**src/rtl/control_estados.sv**
```systemverilog
// Game-flow controller for the hero game: power/greeting/selection/game states,
// button debouncing and the four 7-segment patterns for the display mux.
module control_estados #(
  parameter int HOLA_CYCLES     = 54_000_000,
  parameter int DEBOUNCE_CYCLES = 270_000
) (
  input  logic       clk,
  input  logic       rst_n,
  input  logic       encendido,
  input  logic       cambio,
  input  logic       elegir,
  output logic [3:0] presente,
  output logic [6:0] display_a,
  output logic [6:0] display_b,
  output logic [6:0] display_c,
  output logic [6:0] display_d,
  output logic [1:0] personaje_sel
);

  localparam int TW = (HOLA_CYCLES > 1) ? $clog2(HOLA_CYCLES) : 1;
  localparam int DW = (DEBOUNCE_CYCLES > 1) ? $clog2(DEBOUNCE_CYCLES) : 1;

  localparam logic [TW-1:0] HOLA_LAST = TW'(HOLA_CYCLES - 1);
  localparam logic [DW-1:0] DEB_LAST  = DW'(DEBOUNCE_CYCLES - 1);

  localparam logic [1:0] APAGADO   = 2'd0;
  localparam logic [1:0] HOLA      = 2'd1;
  localparam logic [1:0] PERSONAJE = 2'd2;
  localparam logic [1:0] JUEGO     = 2'd3;

  localparam logic [6:0] SEG_H  = 7'b1110110;
  localparam logic [6:0] SEG_O  = 7'b0111111;
  localparam logic [6:0] SEG_L  = 7'b0111000;
  localparam logic [6:0] SEG_A  = 7'b1110111;
  localparam logic [6:0] SEG_P  = 7'b1110011;
  localparam logic [6:0] SEG_D1 = 7'b0000110;
  localparam logic [6:0] SEG_D2 = 7'b1011011;
  localparam logic [6:0] SEG_D3 = 7'b1001111;
  localparam logic [6:0] SEG_D4 = 7'b1100110;

  logic          enc_s1;
  logic          enc_s2;
  logic [1:0]    btn_raw;
  logic [1:0]    btn_s1;
  logic [1:0]    btn_s2;
  logic [1:0]    btn_acc;
  logic [1:0]    pulse;
  logic [DW-1:0] cnt [2];

  logic [1:0]    state;
  logic [1:0]    state_n;
  logic [TW-1:0] timer;
  logic [TW-1:0] timer_n;
  logic [1:0]    sel;
  logic [1:0]    sel_n;
  logic [6:0]    digit_n;
  logic [6:0]    da_n;
  logic [6:0]    db_n;
  logic [6:0]    dc_n;
  logic [6:0]    dd_n;

  // bit 0 = cambio, bit 1 = elegir
  assign btn_raw = {elegir, cambio};

  always_ff @(posedge clk or negedge rst_n) begin
    if (!rst_n) begin
      enc_s1 <= 1'b0;
      enc_s2 <= 1'b0;
    end else begin
      enc_s1 <= encendido;
      enc_s2 <= enc_s1;
    end
  end

  // Accept a new level only after it has differed for DEBOUNCE_CYCLES edges
  always_ff @(posedge clk or negedge rst_n) begin
    if (!rst_n) begin
      btn_s1  <= '0;
      btn_s2  <= '0;
      btn_acc <= '0;
      pulse   <= '0;
      for (int i = 0; i < 2; i++) cnt[i] <= '0;
    end else begin
      btn_s1 <= btn_raw;
      btn_s2 <= btn_s1;
      for (int i = 0; i < 2; i++) begin
        pulse[i] <= 1'b0;
        if (btn_s2[i] != btn_acc[i]) begin
          if (cnt[i] == DEB_LAST) begin
            btn_acc[i] <= btn_s2[i];
            pulse[i]   <= btn_s2[i];
            cnt[i]     <= '0;
          end else begin
            cnt[i] <= cnt[i] + DW'(1);
          end
        end else begin
          cnt[i] <= '0;
        end
      end
    end
  end

  always_comb begin
    state_n = state;
    timer_n = timer;
    sel_n   = sel;
    if (!enc_s2) begin
      state_n = APAGADO;
      timer_n = '0;
      sel_n   = 2'd0;
    end else begin
      unique case (state)
        APAGADO: begin
          state_n = HOLA;
          timer_n = '0;
        end
        HOLA: begin
          if (timer == HOLA_LAST) begin
            state_n = PERSONAJE;
            sel_n   = 2'd0;
          end else begin
            timer_n = timer + TW'(1);
          end
        end
        PERSONAJE: begin
          if (pulse[1]) state_n = JUEGO;
          else if (pulse[0]) sel_n = sel + 2'd1;
        end
        JUEGO: state_n = JUEGO;
      endcase
    end
  end

  always_comb begin
    unique case (sel_n)
      2'd0: digit_n = SEG_D1;
      2'd1: digit_n = SEG_D2;
      2'd2: digit_n = SEG_D3;
      2'd3: digit_n = SEG_D4;
    endcase
  end

  always_comb begin
    da_n = 7'd0;
    db_n = 7'd0;
    dc_n = 7'd0;
    dd_n = 7'd0;
    unique case (state_n)
      HOLA: begin
        dd_n = SEG_H;
        dc_n = SEG_O;
        db_n = SEG_L;
        da_n = SEG_A;
      end
      PERSONAJE: begin
        dd_n = SEG_P;
        da_n = digit_n;
      end
      APAGADO, JUEGO: begin
        da_n = 7'd0;
      end
    endcase
  end

  // Displays are derived from the next state so they change with presente
  always_ff @(posedge clk or negedge rst_n) begin
    if (!rst_n) begin
      state     <= APAGADO;
      timer     <= '0;
      sel       <= 2'd0;
      display_a <= 7'd0;
      display_b <= 7'd0;
      display_c <= 7'd0;
      display_d <= 7'd0;
    end else begin
      state     <= state_n;
      timer     <= timer_n;
      sel       <= sel_n;
      display_a <= da_n;
      display_b <= db_n;
      display_c <= dc_n;
      display_d <= dd_n;
    end
  end

  assign presente      = {2'b00, state};
  assign personaje_sel = sel;

endmodule

```
**config.mk**
```make
export PLATFORM = sky130hd
export DESIGN_NAME = control_estados
export DESIGN_NICKNAME = d
export VERILOG_FILES = /design/src/rtl/control_estados.sv
export SDC_FILE = /design/constraint.sdc
export NUM_CORES = 1
export LEC_CHECK = 0
export CORE_ASPECT_RATIO = 0.6
export CORE_MARGIN = 2
export CORE_UTILIZATION = 36
export CTS_CLUSTER_SIZE = 28
export DETAILED_ROUTE_END_ITERATION = 6
export GPL_ROUTABILITY_DRIVEN = 0
export HOLD_SLACK_MARGIN = 0.1
export PLACE_DENSITY_LB_ADDON = 0.12
export SYNTH_ARGS = -nofsm -noshare
export SYNTH_HDL_FRONTEND = slang
export SYNTH_SLANG_ARGS = --single-unit
```
**constraint.sdc**
```tcl
create_clock -name clk -period 4 [get_ports clk]
set_clock_uncertainty 0.15 [all_clocks]
set_input_delay 0.4 -clock clk [delete_from_list [all_inputs] [get_ports clk]]
set_output_delay 0.4 -clock clk [all_outputs]
set_load 0.05 [all_outputs]
```
==> results of run 1 <==
==> layer usage <==
layer / vias to the layer above / part of all wire / global-route usage
met5: - / 0 / 0
met4: 0 / 0.0032 / 0.0476
met3: 2 / 0.068 / 0.0432
met2: 102 / 0.37 / 0.175
met1: 1609 / 0.56 / 0.255
li1: 1674 / - / -
==> registers in the layout, indices dropped and copies added, names as in the netlist <==
register,cells
timer,26
btn_s1,2
cnt,38
pulse,2
display_c,1
btn_s2,2
enc_s2,1
enc_s1,1
btn_acc,2
display_d,1
personaje_sel,2
display_a,7
state,2
==> critical path: stages (launching register included) <==
cell                      delay [ns]
sky130_fd_sc_hd__dfrtp_1        0.41
sky130_fd_sc_hd__ha_1           0.27
sky130_fd_sc_hd__nand4_1        0.19
sky130_fd_sc_hd__or4_4          0.56
sky130_fd_sc_hd__or3_1          0.57
sky130_fd_sc_hd__a21oi_1        0.25
sky130_fd_sc_hd__o311a_1        0.22
sky130_fd_sc_hd__ha_1           0.27
sky130_fd_sc_hd__inv_1          0.08
sky130_fd_sc_hd__nor2_1         0.05
sky130_fd_sc_hd__a21oi_1        0.12
==> cell usage in the layout (no fill, tap or decap), types with 3 or more instances in the layout <==
cell                              synthesis  final
sky130_fd_sc_hd__nand4_1                 21     21
sky130_fd_sc_hd__nor4b_1                  4      4
sky130_fd_sc_hd__mux2_2                   3      3
sky130_fd_sc_hd__a31oi_1                 15     15
sky130_fd_sc_hd__nand2_1                 33     33
sky130_fd_sc_hd__nand3_1                 26     26
sky130_fd_sc_hd__o21ai_0                 19     19
sky130_fd_sc_hd__nand2b_1                 3      3
sky130_fd_sc_hd__a21oi_1                 11     11
sky130_fd_sc_hd__nor4_1                   5      5
sky130_fd_sc_hd__nor3_1                   8      8
sky130_fd_sc_hd__clkdlybuf4s50_1          0     29
sky130_fd_sc_hd__ha_1                    17     17
sky130_fd_sc_hd__a41oi_1                  3      3
sky130_fd_sc_hd__dfrtp_1                 87     87
sky130_fd_sc_hd__nor3b_1                  4      4
sky130_fd_sc_hd__or3_1                    3      3
sky130_fd_sc_hd__nor2_1                  61     61
sky130_fd_sc_hd__conb_1                   1      8
sky130_fd_sc_hd__xor2_1                  24     24
sky130_fd_sc_hd__clkbuf_16                0      9
sky130_fd_sc_hd__o31ai_1                  6      6
sky130_fd_sc_hd__and4_1                   8      8
sky130_fd_sc_hd__and3_1                   9      9
sky130_fd_sc_hd__clkinvlp_4               0      4
sky130_fd_sc_hd__xnor2_1                 15     15
sky130_fd_sc_hd__o31a_1                   3      3
sky130_fd_sc_hd__inv_1                   14     14
==> final cells by class <==
| cell class | instances | area [um2] |
|---|---|---|
| clock buffers | 12 | 256 |
| clock inverters | 4 | 30.0 |
| fillers | 1185 | 7030 |
| inverters | 14 | 52.6 |
| multi-input cells | 339 | 2150 |
| flip-flops and latches | 87 | 2180 |
| well taps | 165 | 206 |
| repair buffers | 32 | 315 |
==> worst max-delay path by stage <==
| stage | startpoint | end | slack [ns] | cells past startpoint |
|---|---|---|---|---|
| after floorplan | timer[0]$_DFFE_PN0P_ | display_a[2]$_DFF_PN0_ | 1.10 | 11 |
| after global placement | timer[0]$_DFFE_PN0P_ | display_a[6]$_DFF_PN0_ | 0.91 | 10 |
| after global routing | timer[0]$_DFFE_PN0P_ | display_a[0]$_DFF_PN0_ | 0.54 | 9 |
| final | timer[0]$_DFFE_PN0P_ | display_a[2]$_DFF_PN0_ | 0.78 | 10 |
| after CTS | timer[0]$_DFFE_PN0P_ | display_a[2]$_DFF_PN0_ | 0.78 | 10 |
| after detailed placement | timer[1]$_DFFE_PN0P_ | display_a[0]$_DFF_PN0_ | 0.79 | 9 |
==> timing repair <==
action | in CTS | in global routing
endpoints found under the hold margin | 61 | 0
buffers inserted | 0 | 0
hold buffers | 1 | 0
==> metrics by stage <==
step	hold slack (ns)	worst slack, ns	area (um2)
after detailed placement	0.195	0.790	4890
after global placement	0.188	0.913	4890
after global routing	0.212	0.545	5190
after CTS	0.211	0.782	5190
final	0.210	0.777	5190
after floorplan	-0.0456	1.10	4590
==> power by group through the flow <==
stage	logic [mW]	registers (mW)	clock network [mW]
floorplan	0.123	0.948	0
global placement	0.192	0.929	0
detailed placement	0.193	0.930	0
CTS	0.195	0.913	0.827
global route	0.208	0.916	0.861
finish	0.192	0.913	0.794
==> kinds of logic after synthesis <==
family	Yosys count	share of synthesized area
other	1	0.000821
adder cells (fa/ha/maj)	17	0.0466
multiplexers	3	0.00739
AO/OA/AOI/OAI	77	0.113
XOR/XNOR	39	0.0748
flip-flops	87	0.477
AND/OR/NAND/NOR	195	0.222
buffers and inverters	48	0.0586
==> flow_metrics.py, run 1 <==
metrics = {
    "sta": {
        "rsz0062_at_grt": "no",
        "setup_tns_ns": 0,
        "final_cycle_share": 0.806,
        "worstMarginPinSlew_ns": 0.869,
        "slew_headroom": 0.419,
        "timing.final.hold_violations": 0,
        "fmaxAchievable_ghz": 0.310,
        "period_needed_ns": 3.22,
        "final_max_slew_viol_count": 0,
        "setup_viol": 0,
    },
    "job": {
        "maxCapViolCount": 0,
    },
    "clock_tree": {
        "clkSinkCount": 87,
        "ctsResizeCount": 0,
        "cts_buffers": 9,
        "cts_htree_levels": 3,
        "tritoncts": "built",
        "root_buffer": "sky130_fd_sc_hd__clkbuf_16",
        "insertion_delay_ns": 0.34,
        "clkTransAtPathRegs_ns": 0.07,
        "cts.path.max_buffers": 2,
    },
    "setup_path": {
        "worst_r2r_endpoint": "display_a[2]$_DFF_PN0_",
        "worst_reg2reg_path_depth": 10,
        "cp_data_arrival_time_ns": 3.33,
        "setup.worst_path.class": "flop to flop",
        "reg2reg_start": "timer[0]$_DFFE_PN0P_",
        "worstPathRequired_ns": 4.11,
        "endpoint_kind": "flop",
        "path_max_fanout": 7,
        "r2r_slack_ns": 0.78,
        "timing.critical_path.from_type": "flop",
    },
    "pwr": {
        "power_switching_uw": 497,
        "peakVddDrop_v": 0.000188,
        "intPower_mw": 1.40,
        "power.share.sequential": 0.481,
        "p_sw_frac": 0.262,
        "total_power_mw": 1.90,
        "pwr-share-comb": 0.101,
        "clock_power_share": 0.418,
        "power_per_cell_area_nw_per_um2": 366,
        "total_leakage_power_nw": 2.16,
    },
    "global_routing": {
        "first_global_vias": 3006,
        "grt_remaining_overflow": 0,
        "grt_first_pass_wirelength_mm": 16.2,
        "grtUsageTotal": 0.152,
        "grt_start_max_net_pins": 63,
        "initial_antenna_violation_count": 0,
    },
    "final_layout": {
        "num-nets-final": 505,
        "diodes": 0,
        "post_layout_nonfiller_instances": 653,
        "drive_above_1_share": 0.0615,
        "finish.utilization": 0.425,
        "area_growth_syn_to_layout_pct": 13.6,
    },
    "placement": {
        "placedCellCount": 636,
        "port_buffers": 30,
        "hpwl_mm": 7.06,
    },
    "yosys": {
        "syn_avg_cell_area_um2": 9.78,
        "top_cells_by_area_in_the_synthesized_netlist": "sky130_fd_sc_hd__dfrtp_1, sky130_fd_sc_hd__nor2_1, sky130_fd_sc_hd__ha_1, sky130_fd_sc_hd__xor2_1, sky130_fd_sc_hd__buf_4",
        "yosys_warnings": 0,
        "synth_sequential_area_ratio": 0.477,
        "synthesis.area_um2": 4570,
        "synth-edff-count": 0,
        "dominantRegCellSynth": "sky130_fd_sc_hd__dfrtp_1",
        "count_of_different_cell_masters_after_synthesis": 51,
        "synth_area_leader_cell": "sky130_fd_sc_hd__dfrtp_1",
        "synth.ff_latch_count": 87,
        "synth.cells.most_frequent": "sky130_fd_sc_hd__dfrtp_1, sky130_fd_sc_hd__nor2_1, sky130_fd_sc_hd__nand2_1",
        "synthesis.instances": 467,
        "synth_top_cell_area_share": 0.477,
        "synthMostInstantiatedCell": "sky130_fd_sc_hd__dfrtp_1",
        "asyncSetResetFlopFracSynth": 1.00,
    },
    "hold_path": {
        "min-delay-start": "btn_s1[1]$_DFF_PN0_",
        "hold_depth": 0,
        "hold-path-endpoint": "btn_s2[1]$_DFF_PN0_",
        "min_delay_worst_type": "flop to flop",
    },
    "drt": {
        "detail_route.vias_per_cell": 5.19,
        "detail-route-antenna-nets": 0,
        "first_iter_violations": 327,
        "drc_errors": 0,
        "detail_route.wl_per_cell_um": 14.9,
        "drt-total-wl_mm": 9.75,
        "detailedRoute.firstPassIterationCount": 4,
        "dr_total_vias": 3387,
    },
    "die": {
        "floorplan.io_pins": 39,
        "die_width_um": 149,
        "die_footprint_um2": 13600,
        "row_count": 31,
        "initial_core_utilization": 0.374,
        "floorplan.core_area_um2": 12200,
        "die_h_um": 91.3,
    },
    "run_status": {
        "outcome": "complete, no violations",
    },
}
(Power assumes the default switching activity.)
==> run 2: changes to the inputs <==
Clock period 4 ns to 3.1 ns, I/O delays scaled along.
==> flow_metrics.py, run 2 (synthesized netlist as in run 1, its figures left out) <==
metrics = {
    "run_status": {
        "outcome": "complete, no violations",
    },
    "setup_path": {
        "timing.critical_path.slowest_cell_delay_ns": 0.55,
        "cp_data_arrival_time_ns": 3.05,
        "path_max_fanout": 5,
        "timing.critical_path.from_type": "flop",
        "crit_path_top_delay_cell": "sky130_fd_sc_hd__or4_4",
        "setup.worst_path.class": "flop to flop",
        "path_cells": "ha_2 > nand4_1 > or4_4 > or3_1 > a21oi_1 > o311a_1 > ha_2 > inv_1 > nor2_1 > a21oi_1",
        "r2r_slack_ns": 0.16,
        "endpoint_kind": "flop",
        "reg2reg_start": "timer[0]$_DFFE_PN0P_",
        "worst_r2r_endpoint": "display_a[6]$_DFF_PN0_",
        "worstPathRequired_ns": 3.22,
        "crit_path_start": "timer[0]$_DFFE_PN0P_",
        "worst_reg2reg_path_depth": 10,
        "worst_setup_endpoint": "display_a[6]$_DFF_PN0_",
    },
    "sta": {
        "period_needed_ns": 2.94,
        "fmaxAchievable_ghz": 0.341,
        "timing.final.hold_violations": 0,
        "rsz0062_at_grt": "no",
        "final_max_slew_viol_count": 0,
        "setup_tns_ns": 0,
        "slew_headroom": 0.513,
        "worstMarginPinSlew_ns": 0.724,
        "setup_viol": 0,
        "final_cycle_share": 0.947,
    },
    "die": {
        "floorplan.io_pins": 39,
        "initial_core_utilization": 0.374,
        "die_footprint_um2": 13600,
        "floorplan.core_area_um2": 12200,
        "die_width_um": 149,
        "die_h_um": 91.3,
        "row_count": 31,
    },
    "global_routing": {
        "grtUsageTotal": 0.155,
        "grt_remaining_overflow": 0,
        "grt_first_pass_wirelength_mm": 16.4,
        "first_global_vias": 3066,
        "grt_start_max_net_pins": 54,
        "initial_antenna_violation_count": 0,
    },
    "placement": {
        "placed_cell_area_um2": 4960,
        "port_buffers": 30,
        "placedCellCount": 643,
        "hpwl_mm": 7.12,
    },
    "clock_tree": {
        "cts.path.max_buffers": 2,
        "clkTransAtPathRegs_ns": 0.07,
        "root_buffer": "sky130_fd_sc_hd__clkbuf_16",
        "cts_buffers": 9,
        "clkSinkCount": 87,
        "tritoncts": "built",
        "insertion_delay_ns": 0.34,
        "cts_htree_levels": 3,
    },
    "final_layout": {
        "layout_commonest_cell": "sky130_fd_sc_hd__dfrtp_1",
        "postLayoutCellArea_um2": 5270,
        "layout.cells.most_common_list": "sky130_fd_sc_hd__dfrtp_1, sky130_fd_sc_hd__nor2_1, sky130_fd_sc_hd__nand2_1, sky130_fd_sc_hd__clkdlybuf4s50_1, sky130_fd_sc_hd__nand3_1",
        "largest-register": "cnt",
        "num-nets-final": 514,
        "area_growth_syn_to_layout_pct": 15.4,
        "post_layout_nonfiller_instances": 662,
        "drive_above_1_share": 0.0865,
        "diodes": 0,
        "largest_reg_flops": 38,
        "largest_registers": "cnt: 38 flops, timer: 26 flops, display_a: 7 flops",
    },
    "pwr": {
        "power_per_cell_area_nw_per_um2": 466,
        "total_leakage_power_nw": 2.22,
        "peakVddDrop_v": 0.000225,
    },
    "drt": {
        "detail-route-antenna-nets": 0,
        "drt-total-wl_mm": 9.90,
        "first_iter_violations": 179,
        "drc_errors": 0,
        "detailedRoute.firstPassIterationCount": 6,
        "detail_route.wl_per_cell_um": 15.0,
        "dr_total_vias": 3415,
        "detail_route.vias_per_cell": 5.16,
    },
    "job": {
        "maxCapViolCount": 0,
    },
    "hold_path": {
        "min_delay_worst_type": "flop to flop",
        "hold_depth": 0,
    },
}
run 2: worst min-delay path by stage:
stage / start / endpoint
6_report: btn_s1[0]$_DFF_PN0_ / btn_s2[0]$_DFF_PN0_
5_1_grt: btn_s1[0]$_DFF_PN0_ / btn_s2[0]$_DFF_PN0_
4_1_cts: btn_s1[0]$_DFF_PN0_ / btn_s2[0]$_DFF_PN0_
3_5_place_dp: rst_n / cnt[9]$_DFF_PN0_
3_3_place_gp: rst_n / cnt[9]$_DFF_PN0_
2_1_floorplan: rst_n / btn_acc[0]$_DFFE_PN0P_
run 2: layout make-up:
type	instances	area [um2]
clock buffer	10	239
clock inverter	6	43.8
fill	1167	6950
inverter	14	52.6
multi-input combinational	339	2150
sequential	87	2180
tap	165	206
timing repair buffer	41	395
run 2: per-layer routing:
layer / up-vias / part of all wire / GRT usage
met5: - / 0 / 0
li1: 1689 / - / -
met1: 1631 / 0.55 / 0.254
met2: 90 / 0.37 / 0.190
met4: 0 / 0.0061 / 0.0381
met3: 5 / 0.066 / 0.0457
run 2: timing repair:
item | in CTS | in global routing
endpoints found under the setup margin | 0 | 6
endpoints found under the hold margin | 34 | 0
hold buffers | 1 | 0
buffers inserted | 0 | 2
resized for setup | 0 | 3
run 2: stage by stage:
step / power (mW) / setup WS (ns) / hold slack (ns) / util
2_1_floorplan: 1.38 / 0.197 / -0.136 / -
3_3_place_gp: 1.45 / 0.194 / 0.154 / 0.406
3_5_place_dp: 1.45 / 0.0793 / 0.157 / 0.406
4_1_cts: 2.49 / 0.0596 / 0.216 / 0.430
5_1_grt: 2.56 / 0.0330 / 0.229 / 0.431
6_report: 2.46 / 0.164 / 0.213 / 0.431
run 2: where the power goes:
part           internal, mW  switching [mW]  total, mW
clock                 0.569           0.457       1.03
sequential             1.16          0.0218       1.18
combinational        0.0700           0.183      0.253
total                  1.80           0.662       2.46
run 2: critical path: cells and delay by family (launching register included):
family          cells  cell delay (ns)
compound gates      3             0.57
fa+ha+maj           2             0.53
buf+inv             1             0.08
flops               1             0.40
simple gates        4             1.14
